$ cat src/rtl/if_id_stage_pkg.sv
// Shared pipeline definitions for the fetch stage and the decode stage behind it.
package if_id_stage_pkg;

  localparam logic [31:0] RESET_PC_DEF  = 32'h0000_0000;
  localparam logic [31:0] NOP_INSTR_DEF = 32'h0000_0000;

  // IF/ID pipeline bundle; the ID stage consumes the same layout.
  typedef struct packed {
    logic        valid;
    logic [31:0] instr;
    logic [31:0] pc;
    logic [31:0] pc_plus4;
  } if_id_t;

endpackage

$ cat src/rtl/if_id_stage_if.sv
// Bus between the fetch stage (master) and imem / hazard logic / decode (slave).
// Optional IF_ID_PERF_CNT_EN adds the fetch and bubble counter outputs.
interface if_id_stage_if #(
  parameter int IMEM_AW = 8
);
  logic [IMEM_AW-1:0] imem_addr;
  logic [31:0]        imem_rdata;
  logic               stall;
  logic               flush;
  logic               redirect_valid;
  logic [31:0]        redirect_pc;
  logic [31:0]        pc_o;
  logic               id_valid;
  logic [31:0]        id_instr;
  logic [31:0]        id_pc;
  logic [31:0]        id_pc_plus4;

`ifdef IF_ID_PERF_CNT_EN
  logic [31:0]        fetch_cnt;
  logic [31:0]        bubble_cnt;

  modport master (
    output imem_addr, pc_o, id_valid, id_instr, id_pc, id_pc_plus4, fetch_cnt, bubble_cnt,
    input  imem_rdata, stall, flush, redirect_valid, redirect_pc
  );
  modport slave (
    input  imem_addr, pc_o, id_valid, id_instr, id_pc, id_pc_plus4, fetch_cnt, bubble_cnt,
    output imem_rdata, stall, flush, redirect_valid, redirect_pc
  );
`else
  modport master (
    output imem_addr, pc_o, id_valid, id_instr, id_pc, id_pc_plus4,
    input  imem_rdata, stall, flush, redirect_valid, redirect_pc
  );
  modport slave (
    input  imem_addr, pc_o, id_valid, id_instr, id_pc, id_pc_plus4,
    output imem_rdata, stall, flush, redirect_valid, redirect_pc
  );
`endif

endinterface

$ cat src/rtl/if_id_stage_pc_reg.sv
// Fetch PC register: +4 sequencing, stall hold, and word-aligned redirect.
module if_id_stage_pc_reg #(
  parameter logic [31:0] RESET_PC = 32'h0000_0000
) (
  input  logic        clk_i,
  input  logic        rst_i,
  input  logic        stall_i,
  input  logic        redirect_valid_i,
  input  logic [31:0] redirect_pc_i,
  output logic [31:0] pc_o,
  output logic [31:0] pc_plus4_o
);

  logic [31:0] pc_q;
  logic [31:0] pc_d;

  assign pc_plus4_o = pc_q + 32'd4;
  assign pc_o       = pc_q;

  // Redirect beats stall; misaligned targets are silently word-aligned.
  always_comb begin
    pc_d = pc_q;
    if (redirect_valid_i) begin
      pc_d = redirect_pc_i & 32'hFFFF_FFFC;
    end else if (!stall_i) begin
      pc_d = pc_plus4_o;
    end
  end

  always_ff @(posedge clk_i or posedge rst_i) begin
    if (rst_i) begin
      pc_q <= RESET_PC;
    end else begin
      pc_q <= pc_d;
    end
  end

endmodule

$ cat src/rtl/if_id_stage.sv
// Fetch stage plus IF/ID register. Optional macro IF_ID_PERF_CNT_EN adds
// fetch/bubble performance counters.
module if_id_stage
  import if_id_stage_pkg::*;
#(
  parameter logic [31:0] RESET_PC  = RESET_PC_DEF,
  parameter int          IMEM_AW   = 8,
  parameter logic [31:0] NOP_INSTR = NOP_INSTR_DEF
) (
  input logic           clk,
  input logic           reset,
  if_id_stage_if.master bus
);

  logic [31:0] pc;
  logic [31:0] pcPlus4;
  if_id_t      ifid_q;
  if_id_t      ifid_d;

  if_id_stage_pc_reg #(
    .RESET_PC(RESET_PC)
  ) u_pc_reg (
    .clk_i           (clk),
    .rst_i           (reset),
    .stall_i         (bus.stall),
    .redirect_valid_i(bus.redirect_valid),
    .redirect_pc_i   (bus.redirect_pc),
    .pc_o            (pc),
    .pc_plus4_o      (pcPlus4)
  );

  assign bus.imem_addr   = pc[IMEM_AW+1:2];
  assign bus.pc_o        = pc;
  assign bus.id_valid    = ifid_q.valid;
  assign bus.id_instr    = ifid_q.instr;
  assign bus.id_pc       = ifid_q.pc;
  assign bus.id_pc_plus4 = ifid_q.pc_plus4;

  // A bubble keeps the old id_pc/id_pc_plus4; only valid and instr are cleared.
  always_comb begin
    ifid_d = ifid_q;
    if (bus.redirect_valid || bus.flush) begin
      ifid_d.valid = 1'b0;
      ifid_d.instr = NOP_INSTR;
    end else if (!bus.stall) begin
      ifid_d.valid    = 1'b1;
      ifid_d.instr    = bus.imem_rdata;
      ifid_d.pc       = pc;
      ifid_d.pc_plus4 = pcPlus4;
    end
  end

  always_ff @(posedge clk or posedge reset) begin
    if (reset) begin
      ifid_q.valid    <= 1'b0;
      ifid_q.instr    <= NOP_INSTR;
      ifid_q.pc       <= 32'd0;
      ifid_q.pc_plus4 <= 32'd0;
    end else begin
      ifid_q <= ifid_d;
    end
  end

`ifdef IF_ID_PERF_CNT_EN
  logic [31:0] fetchCnt_q;
  logic [31:0] fetchCnt_d;
  logic [31:0] bubbleCnt_q;
  logic [31:0] bubbleCnt_d;
  logic        loadBubble;
  logic        loadValid;

  assign loadBubble     = bus.redirect_valid || bus.flush;
  assign loadValid      = !loadBubble && !bus.stall;
  assign bus.fetch_cnt  = fetchCnt_q;
  assign bus.bubble_cnt = bubbleCnt_q;

  always_comb begin
    fetchCnt_d  = fetchCnt_q;
    bubbleCnt_d = bubbleCnt_q;
    if (loadValid) begin
      fetchCnt_d = fetchCnt_q + 32'd1;
    end
    if (loadBubble) begin
      bubbleCnt_d = bubbleCnt_q + 32'd1;
    end
  end

  always_ff @(posedge clk or posedge reset) begin
    if (reset) begin
      fetchCnt_q  <= 32'd0;
      bubbleCnt_q <= 32'd0;
    end else begin
      fetchCnt_q  <= fetchCnt_d;
      bubbleCnt_q <= bubbleCnt_d;
    end
  end
`endif

endmodule

$ cat src/flat_wrapper.sv
// flat-port wrapper written by rule: the top's interface ports become plain ports
module if_id_stage_flat import if_id_stage_pkg::*;
#(
  parameter logic [31:0] RESET_PC  = RESET_PC_DEF,
  parameter int          IMEM_AW   = 8,
  parameter logic [31:0] NOP_INSTR = NOP_INSTR_DEF
)
  (clk, reset, bus_imem_addr, bus_pc_o, bus_id_valid, bus_id_instr, bus_id_pc, bus_id_pc_plus4, bus_imem_rdata, bus_stall, bus_flush, bus_redirect_valid, bus_redirect_pc);
  if_id_stage_if #(.IMEM_AW(IMEM_AW)) bus_i ();
  input logic clk;
  input logic reset;
  output wire logic [$bits(bus_i.imem_addr)-1:0] bus_imem_addr;
  output wire logic [$bits(bus_i.pc_o)-1:0] bus_pc_o;
  output wire logic [$bits(bus_i.id_valid)-1:0] bus_id_valid;
  output wire logic [$bits(bus_i.id_instr)-1:0] bus_id_instr;
  output wire logic [$bits(bus_i.id_pc)-1:0] bus_id_pc;
  output wire logic [$bits(bus_i.id_pc_plus4)-1:0] bus_id_pc_plus4;
  input wire logic [$bits(bus_i.imem_rdata)-1:0] bus_imem_rdata;
  input wire logic [$bits(bus_i.stall)-1:0] bus_stall;
  input wire logic [$bits(bus_i.flush)-1:0] bus_flush;
  input wire logic [$bits(bus_i.redirect_valid)-1:0] bus_redirect_valid;
  input wire logic [$bits(bus_i.redirect_pc)-1:0] bus_redirect_pc;
  assign bus_imem_addr = bus_i.imem_addr;
  assign bus_pc_o = bus_i.pc_o;
  assign bus_id_valid = bus_i.id_valid;
  assign bus_id_instr = bus_i.id_instr;
  assign bus_id_pc = bus_i.id_pc;
  assign bus_id_pc_plus4 = bus_i.id_pc_plus4;
  assign bus_i.imem_rdata = bus_imem_rdata;
  assign bus_i.stall = bus_stall;
  assign bus_i.flush = bus_flush;
  assign bus_i.redirect_valid = bus_redirect_valid;
  assign bus_i.redirect_pc = bus_redirect_pc;
  if_id_stage #(.RESET_PC(RESET_PC), .IMEM_AW(IMEM_AW), .NOP_INSTR(NOP_INSTR)) u_core (.clk(clk), .reset(reset), .bus(bus_i));
endmodule
$ cat config.mk
export PLATFORM = sky130hd
export DESIGN_NAME = if_id_stage_flat
export DESIGN_NICKNAME = d
export VERILOG_FILES = /design/src/rtl/if_id_stage_pkg.sv /design/src/rtl/if_id_stage_if.sv /design/src/rtl/if_id_stage_pc_reg.sv /design/src/rtl/if_id_stage.sv /design/src/flat_wrapper.sv
export SDC_FILE = /design/constraint.sdc
export NUM_CORES = 1
export LEC_CHECK = 0
export CAP_MARGIN = 15
export CORE_ASPECT_RATIO = 0.75
export CORE_UTILIZATION = 46
export DETAILED_ROUTE_END_ITERATION = 7
export PLACE_DENSITY_LB_ADDON = 0.2
export SKIP_CTS_REPAIR_TIMING = 1
export SLEW_MARGIN = 20
export SYNTH_ARGS = -nofsm -noshare
export SYNTH_HDL_FRONTEND = slang
export SYNTH_HIERARCHICAL = 1
export SYNTH_SLANG_ARGS = --single-unit
$ cat constraint.sdc
create_clock -name clk -period 4.7 [get_ports clk]
set_input_delay 1.175 -clock clk [delete_from_list [all_inputs] [get_ports clk]]
set_output_delay 1.175 -clock clk [all_outputs]
set_load 0.005 [all_outputs]
==> Implementation_results.wiki <==
{| class="wikitable"
! Metric !! Value
|-
| Register area share after synthesis || 51.99%
|-
| Detailed router's first-iteration violation count || around 340
|-
| Cell types with the highest counts after synthesis || 127 x sky130_fd_sc_hd__dfrtp_1, 59 x sky130_fd_sc_hd__mux2_2, 55 x sky130_fd_sc_hd__nor2_1, 33 x sky130_fd_sc_hd__mux2i_1, 32 x sky130_fd_sc_hd__nand2_1
|-
| Met3 GRT Util || under 10%
|-
| Num CTS Buffers || 17
|-
| Worst setup slack for register-to-register paths || 2170 ps
|-
| Terminating pin of the worst hold path || u_core/bus.id_pc_plus4[24]$_DFFE_PP0P_
|-
| Area contributors post-synth || sky130_fd_sc_hd__dfrtp_1 52%, sky130_fd_sc_hd__mux2_2 11%, sky130_fd_sc_hd__mux2i_1 5.4%
|-
| Critical path's top delay family || flip-flops
|-
| # nets final || 794
|-
| Root Buffer || sky130_fd_sc_hd__clkbuf_16
|-
| Power per cell area || 390.6 nW/um^2
|-
| Mean post-synth cell area || 11.32 um^2
|-
| Actual slew at the worst max-slew pin || 821.8 ps
|-
| Effective utilization at floorplan || roughly 47%
|-
| Number of cells on the worst reg-to-reg path || 7
|-
| Number of warnings printed during yosys synthesis || 6
|-
| Vias after detailed routing || 4932
|-
| Critical path required time || 3520 ps
|-
| Result of the run || complete, no violations
|-
| Final slew viol count || 0
|-
| Time the worst path needs with I/O delays and setup || 2820 ps
|-
| Ordered list of cells on the worst path || clkdlybuf4s50_1
|-
| Worst setup margin || 1880 ps
|-
| Data arrival, critical path || 1650 ps
|-
| Gr ovfl total || 0
|-
| Leakage Power || around 3.6 nW
|-
| Final HPWL from detailed placement || 11.20 mm
|-
| Worst hold start || u_core/bus.id_pc_plus4[24]$_DFFE_PP0P_
|-
| Number of flops mapped to enable cells by yosys || 0
|-
| Antenna Violating Nets Remaining || 0
|-
| Die Height || between 100 and 150 um
|-
| Yosys cell types || 45
|-
| Initial DRT Pass Iterations || 5
|-
| Fin util || roughly two thirds
|-
| Number of instances in the synthesized netlist || between 500 and 600
|-
| Final WL || 16.25 mm
|-
| Crit start category || flip-flop
|-
| Largest net degree at the start of global routing || 65
|-
| RSZ-0062 raised after global routing || false
|-
| CTS tree || done
|-
| Busiest grt layer || met2
|-
| Signed area change from the synthesized netlist to the final layout || 42.65%
|-
| Overall die area || 13760 um^2
|-
| Synth async-reset ratio || 100.0%
|-
| Crit Path Class || reg2out
|-
| Clock latency reported for the late side of the worst-skew pair || 420 ps
|-
| Placer's final routability congestion estimate || 0.8384
|-
| Share of the clock period used by the worst path || 60.01%
|-
| Worst hold stages || 1
|-
| First-pass GRT wire length || 25.63 mm
|-
| Wire length per cell || 17.90 um
|-
| Antenna cells || 0
|-
| Master of the slowest instance on the critical path || sky130_fd_sc_hd__dfrtp_1
|-
| Die outline width || 135.1 um
|-
| Io pins || 206
|-
| Total Routing Usage GR || 24.39%
|-
| Worst max-slew margin expressed relative to the limit || 45.21%
|-
| Met2 track demand over resource || a little under two fifths
|-
| Vias in the first global route || 4847
|-
| Port Buf Inserts || 201
|-
| Core Box Area || 12970 um^2
|-
| Critical Path Sink Type || output port
|-
| Critical path peak fanout || 11
|-
| Clock Sink Count || 127
|-
| Start of the worst register-to-register path || u_core/u_pc_reg/pc_o[2]$_DFFE_PP0N_
|-
| Number of standard-cell rows in the floorplan || 36
|-
| Stage delay of the slowest cell on the critical path || 630 ps
|-
| Maximum Capacitance Violations || 0
|-
| Drc violations || 0
|-
| Share of post-route cells with drive strength above 1 || about 15%
|-
| Worst IR drop on VDD || around 280 uV
|-
| Clock transition time at the flip-flop clock pins of the worst setup and hold paths || roughly 50 ps
|-
| DR vias/cell || 5.432
|-
| Destination of the worst register-to-register timing path || u_core/bus.id_pc_plus4[24]$_DFFE_PP0P_
|-
| Worst slack at placement || 1448 ps
|-
| Clock Tree Buf Depth || 2
|-
| Setup Viol. Count Final || 0
|-
| Area leader, netlist || sky130_fd_sc_hd__dfrtp_1
|-
| Area share of the leading cell type in the synthesized netlist || 51.99%
|-
| Top_reg_cell synth || sky130_fd_sc_hd__dfrtp_1
|-
| Initial antenna violation count || 0
|-
| Max H-tree Level || 4
|-
| #FFs+latches synth || 127
|-
| Most common cell in the netlist || sky130_fd_sc_hd__dfrtp_1
|-
| Total negative slack || 0 ps
|-
| CP Buf/Inv Count || 1
|-
| Met1 track demand over resource || 32.99%
|-
| Max Clk Rate || 354.5 MHz
|-
| Endpoints failing hold || 0
|-
| Hold WC Path Type || reg2reg
|-
| Cell area after technology mapping || 6113 um^2
|-
| Clock skew after layout || about 7.6 ps
|}
## how the worst max path moves through the flow
stage	to	slack (ps)	cells past startpoint	startpoint
floorplan	u_core/bus.id_instr[0]$_DFFE_PP0P_	990	1	reset
global placement	u_core/bus.id_pc_plus4[8]$_DFFE_PP0P_	1490	5	bus_redirect_valid
detailed placement	u_core/bus.id_pc[21]$_DFFE_PP0P_	1450	5	bus_redirect_valid
global route	u_core/bus.id_pc_plus4[31]$_DFFE_PP0P_	1780	5	bus_redirect_valid
CTS	bus_pc_o[15]	1870	1	u_core/u_pc_reg/pc_o[15]$_DFFE_PP0N_
finish	bus_pc_o[15]	1880	1	u_core/u_pc_reg/pc_o[15]$_DFFE_PP0N_
## logic make-up after synthesis
kind of cell	after synthesis	synth area share, %
other	1	0.06134
buffers and inverters	55	4.912
DFF	127	51.99
muxes	97	17.19
adders and majority gates	1	0.2046
xor gates and xnor gates	38	5.444
and+or+nand+nor	173	15.33
AOI/OAI and AO/OA	48	4.871
## sequential cells by signal, summed over array words and instances (netlist names)
signal                  flops
u_core/u_pc_reg/pc_o       30
u_core/bus.id_valid         1
u_core/bus.id_pc           32
u_core/bus.id_instr        32
u_core/bus.id_pc_plus4     32
## cell type report
class / instances / area [um^2]
tap: 171 / 214.0
clock inverter: 5 / 50.05
multi-input combinational: 361 / 2646
fill: 991 / 4252
sequential: 127 / 3178
clock buffer: 27 / 533.0
inverter: 8 / 32.53
timing repair buffer: 209 / 2067
## report_power, final
group	switching (mW)	internal [mW]
clock	0.456	0.823
combinational	0.247	0.481
sequential	0.144	1.26
total	0.847	2.56
## through the flow
stage,instances,total power [mW],cell area [um^2],hold WS (ps)
4_1_cts,908,3.438,8721,486.6
3_5_place_dp,876,2.146,8138,474.7
2_1_floorplan,543,1.676,6125,482.8
6_report,908,3.407,8721,482.9
3_3_place_gp,876,2.126,8138,471.0
5_1_grt,908,3.562,8721,506.4
## layer usage
layer	vias to the layer above	part of all wire (%)
met5	-	0
met4	0	1.3
met3	17	7.4
met2	200	48
met1	2429	44
li1	2286	-
## cell usage in the layout, fill, tap and decap left out, types with 2 or more instances in the layout
cell,instances
sky130_fd_sc_hd__and4_1,5
sky130_fd_sc_hd__nand2_1,32
sky130_fd_sc_hd__or4_1,15
sky130_fd_sc_hd__nor3_1,7
sky130_fd_sc_hd__clkinv_2,4
sky130_fd_sc_hd__clkdlybuf4s50_1,200
sky130_fd_sc_hd__mux2_1,5
sky130_fd_sc_hd__buf_4,8
sky130_fd_sc_hd__clkbuf_1,3
sky130_fd_sc_hd__nand3_1,13
sky130_fd_sc_hd__nor2b_1,2
sky130_fd_sc_hd__nor2_1,55
sky130_fd_sc_hd__xnor2_1,19
sky130_fd_sc_hd__o31ai_1,10
sky130_fd_sc_hd__nor4_1,11
sky130_fd_sc_hd__clkbuf_8,7
sky130_fd_sc_hd__clkbuf_16,17
sky130_fd_sc_hd__or4_4,2
sky130_fd_sc_hd__mux2i_1,33
sky130_fd_sc_hd__a31oi_1,15
sky130_fd_sc_hd__xor2_1,19
sky130_fd_sc_hd__nand4_1,12
sky130_fd_sc_hd__dfrtp_1,127
sky130_fd_sc_hd__conb_1,4
sky130_fd_sc_hd__mux2_2,59
sky130_fd_sc_hd__and3_1,2
sky130_fd_sc_hd__inv_1,7
sky130_fd_sc_hd__o21ai_0,17
sky130_fd_sc_hd__or3_1,6
sky130_fd_sc_hd__a21oi_1,2
Note: power is estimated with default switching activity, not from simulation.
==> patch: new RTL, same settings <==
`IMEM_AW` is set to 8 in 3 places; all go to 9.
--- a/src/rtl/if_id_stage_if.sv
+++ b/src/rtl/if_id_stage_if.sv
@@ -1,7 +1,7 @@
 // Bus between the fetch stage (master) and imem / hazard logic / decode (slave).
 // Optional IF_ID_PERF_CNT_EN adds the fetch and bubble counter outputs.
 interface if_id_stage_if #(
-  parameter int IMEM_AW = 8
+  parameter int IMEM_AW = 9
 );
   logic [IMEM_AW-1:0] imem_addr;
   logic [31:0]        imem_rdata;
--- a/src/rtl/if_id_stage.sv
+++ b/src/rtl/if_id_stage.sv
@@ -4,7 +4,7 @@
   import if_id_stage_pkg::*;
 #(
   parameter logic [31:0] RESET_PC  = RESET_PC_DEF,
-  parameter int          IMEM_AW   = 8,
+  parameter int          IMEM_AW   = 9,
   parameter logic [31:0] NOP_INSTR = NOP_INSTR_DEF
 ) (
   input logic           clk,
--- a/src/flat_wrapper.sv
+++ b/src/flat_wrapper.sv
@@ -2,7 +2,7 @@
 module if_id_stage_flat import if_id_stage_pkg::*;
 #(
   parameter logic [31:0] RESET_PC  = RESET_PC_DEF,
-  parameter int          IMEM_AW   = 8,
+  parameter int          IMEM_AW   = 9,
   parameter logic [31:0] NOP_INSTR = NOP_INSTR_DEF
 )
   (clk, reset, bus_imem_addr, bus_pc_o, bus_id_valid, bus_id_instr, bus_id_pc, bus_id_pc_plus4, bus_imem_rdata, bus_stall, bus_flush, bus_redirect_valid, bus_redirect_pc);
Interface: changed (resized bus_imem_addr); port bits go from 206 to 207. The function was not compared with the original's and may differ.
==> patch against the original RTL <==
Clock skew increased by 1.3 ps; sequential share of layout area decreased by 0.15 points; critical path type is now reg -> reg; synthesized area increased by 0.12%; setup slack got worse by 180 ps; die area increased by 0.12%; wire length decreased by 0.62%; sequential cell count unchanged; power increased by 2.1%; largest power group unchanged; cell area increased by 0.42%.
==> patch: results (changes against the original RTL) <==
antenna violations before repair 0 (unchanged); pin count of the biggest net entering global routing 65 (unchanged); worst clock skew 8.97 ps (+1.34 ps); worst path arrival time 3290 ps (+1640 ps); register area share after synthesis 51.9% (-0.064 points); fin nets 794 (unchanged); drt wl/cell 17.8 µm (-0.62%); Clock Path Buffers 2 (unchanged); layout cells sized above 1 14.9% (+0.27 points); Ant. Diodes 0 (unchanged); Relative slew margins 35.9% (-9.3 points); CTS H-tree lvls 4 (unchanged); status complete, no violations; Clock Latency Late Sink 410 ps; worst ir drop on vdd 286 µV (+3.6%); GPL Wtd Cong 0.862 (+2.8%); first-pass GRT wire length 25.8 mm (+0.62%); Clock transition at path regs 60 ps; I/O Buffers 202 (+0.50%); CP max stage cell nor4_2; clock root cell clkbuf_16; R2R Setup Slk 1700 ps (-470 ps); top cells by count, synth dfrtp_1 (127), mux2_2 (59), nor2_1 (55); DP Area 8140 µm² (about the same); vias in the first global route 4,887 (+0.83%); Netlist cell types 45 (unchanged); HP Class reg -> reg; Inserted Clock Buffers 17 (unchanged); Leakage 3.57 nW (-0.21%); Synth Warn # 6 (unchanged); dpl hpwl 11.1 mm (-1.0%); worst slack, placed 1440 ps (-8.86 ps); Pre-Repair DR Iteration Count 5 (unchanged); top cells by area, synth dfrtp_1 (52%), mux2_2 (11%), mux2i_1 (5.4%); WHS 488 ps (+5.50 ps); Switch Pwr 0.877 mW (+3.6%); max incr delay on CP 860 ps (+230 ps); routed vias/inst 5.50 (+1.3%); Iter 0 DRT Violations 452 (+34%); ys async rst share 100% (unchanged); Total GRT Usage 24.3% (-0.065 points); crit path max fanout 9 (-2)
## patch: path summary, 6_finish.rpt
kind / start / endpoint / depth (start not counted)
max in group asynchronous: reset / u_core/bus.id_pc[23]$_DFFE_PP0P_ / 3
hold reg to reg: u_core/bus.id_pc_plus4[25]$_DFFE_PP0P_ / u_core/bus.id_pc_plus4[25]$_DFFE_PP0P_ / 1
min in group asynchronous: reset / u_core/bus.id_pc[2]$_DFFE_PP0P_ / 2
setup / recovery: u_core/u_pc_reg/pc_o[2]$_DFFE_PP0N_ / u_core/bus.id_pc_plus4[24]$_DFFE_PP0P_ / 6
setup reg to reg: u_core/u_pc_reg/pc_o[2]$_DFFE_PP0N_ / u_core/bus.id_pc_plus4[24]$_DFFE_PP0P_ / 6
hold / removal: u_core/bus.id_pc_plus4[25]$_DFFE_PP0P_ / u_core/bus.id_pc_plus4[25]$_DFFE_PP0P_ / 1
## patch: routing by layer
| metal | GRT usage (%) | share of wire, % |
|---|---|---|
| met5 | 0 | 0 |
| met4 | 9.94 | 1.9 |
| met3 | 6.10 | 8.0 |
| met2 | 37.5 | 46 |
| met1 | 33.0 | 44 |
## patch: layout make-up
class	count	area [µm²]
clock inverter	13	164
clock buffer	19	453
multi-input combinational	361	2650
sequential	127	3180
timing repair buffer	209	2070
inverter	8	32.5
fill	967	4220
tap	171	214
## patch: critical path, delay by kind of cell (launching register included)
family,cells,cell delay [ps]
XOR/XNOR,1,150
AND/OR/NAND/NOR,3,1560
adder cells (fa/ha/maj),1,320
flip-flops,1,530
multiplexers,1,320
## patch: power by group through the flow
stage	combinational, mW	sequential (mW)	clock (mW)
6_report	0.726	1.40	1.35
5_1_grt	0.783	1.43	1.43
4_1_cts	0.733	1.40	1.38
3_5_place_dp	0.726	1.42	0
3_3_place_gp	0.719	1.41	0
2_1_floorplan	0.286	1.39	0
## patch: kinds of logic (layout without fill, tap and decap cells)
logic type | Yosys count | count (layout) | share of synthesized area [%]
fa+ha+maj | 1 | 1 | 0.204
buf+inv | 56 | 249 | 5.03
mux | 97 | 97 | 17.2
other cells | 1 | 4 | 0.0613
flops | 127 | 127 | 51.9
simple gates | 173 | 173 | 15.3
compound gates | 48 | 48 | 4.87
xor+xnor | 38 | 38 | 5.44
## patch: per-stage QoR
step	utilization (%)	std cells
after floorplan	-	544
after global placement	62.8	876
after detailed placement	62.8	876
after CTS	67.5	908
after global routing	67.5	908
final	67.5	908
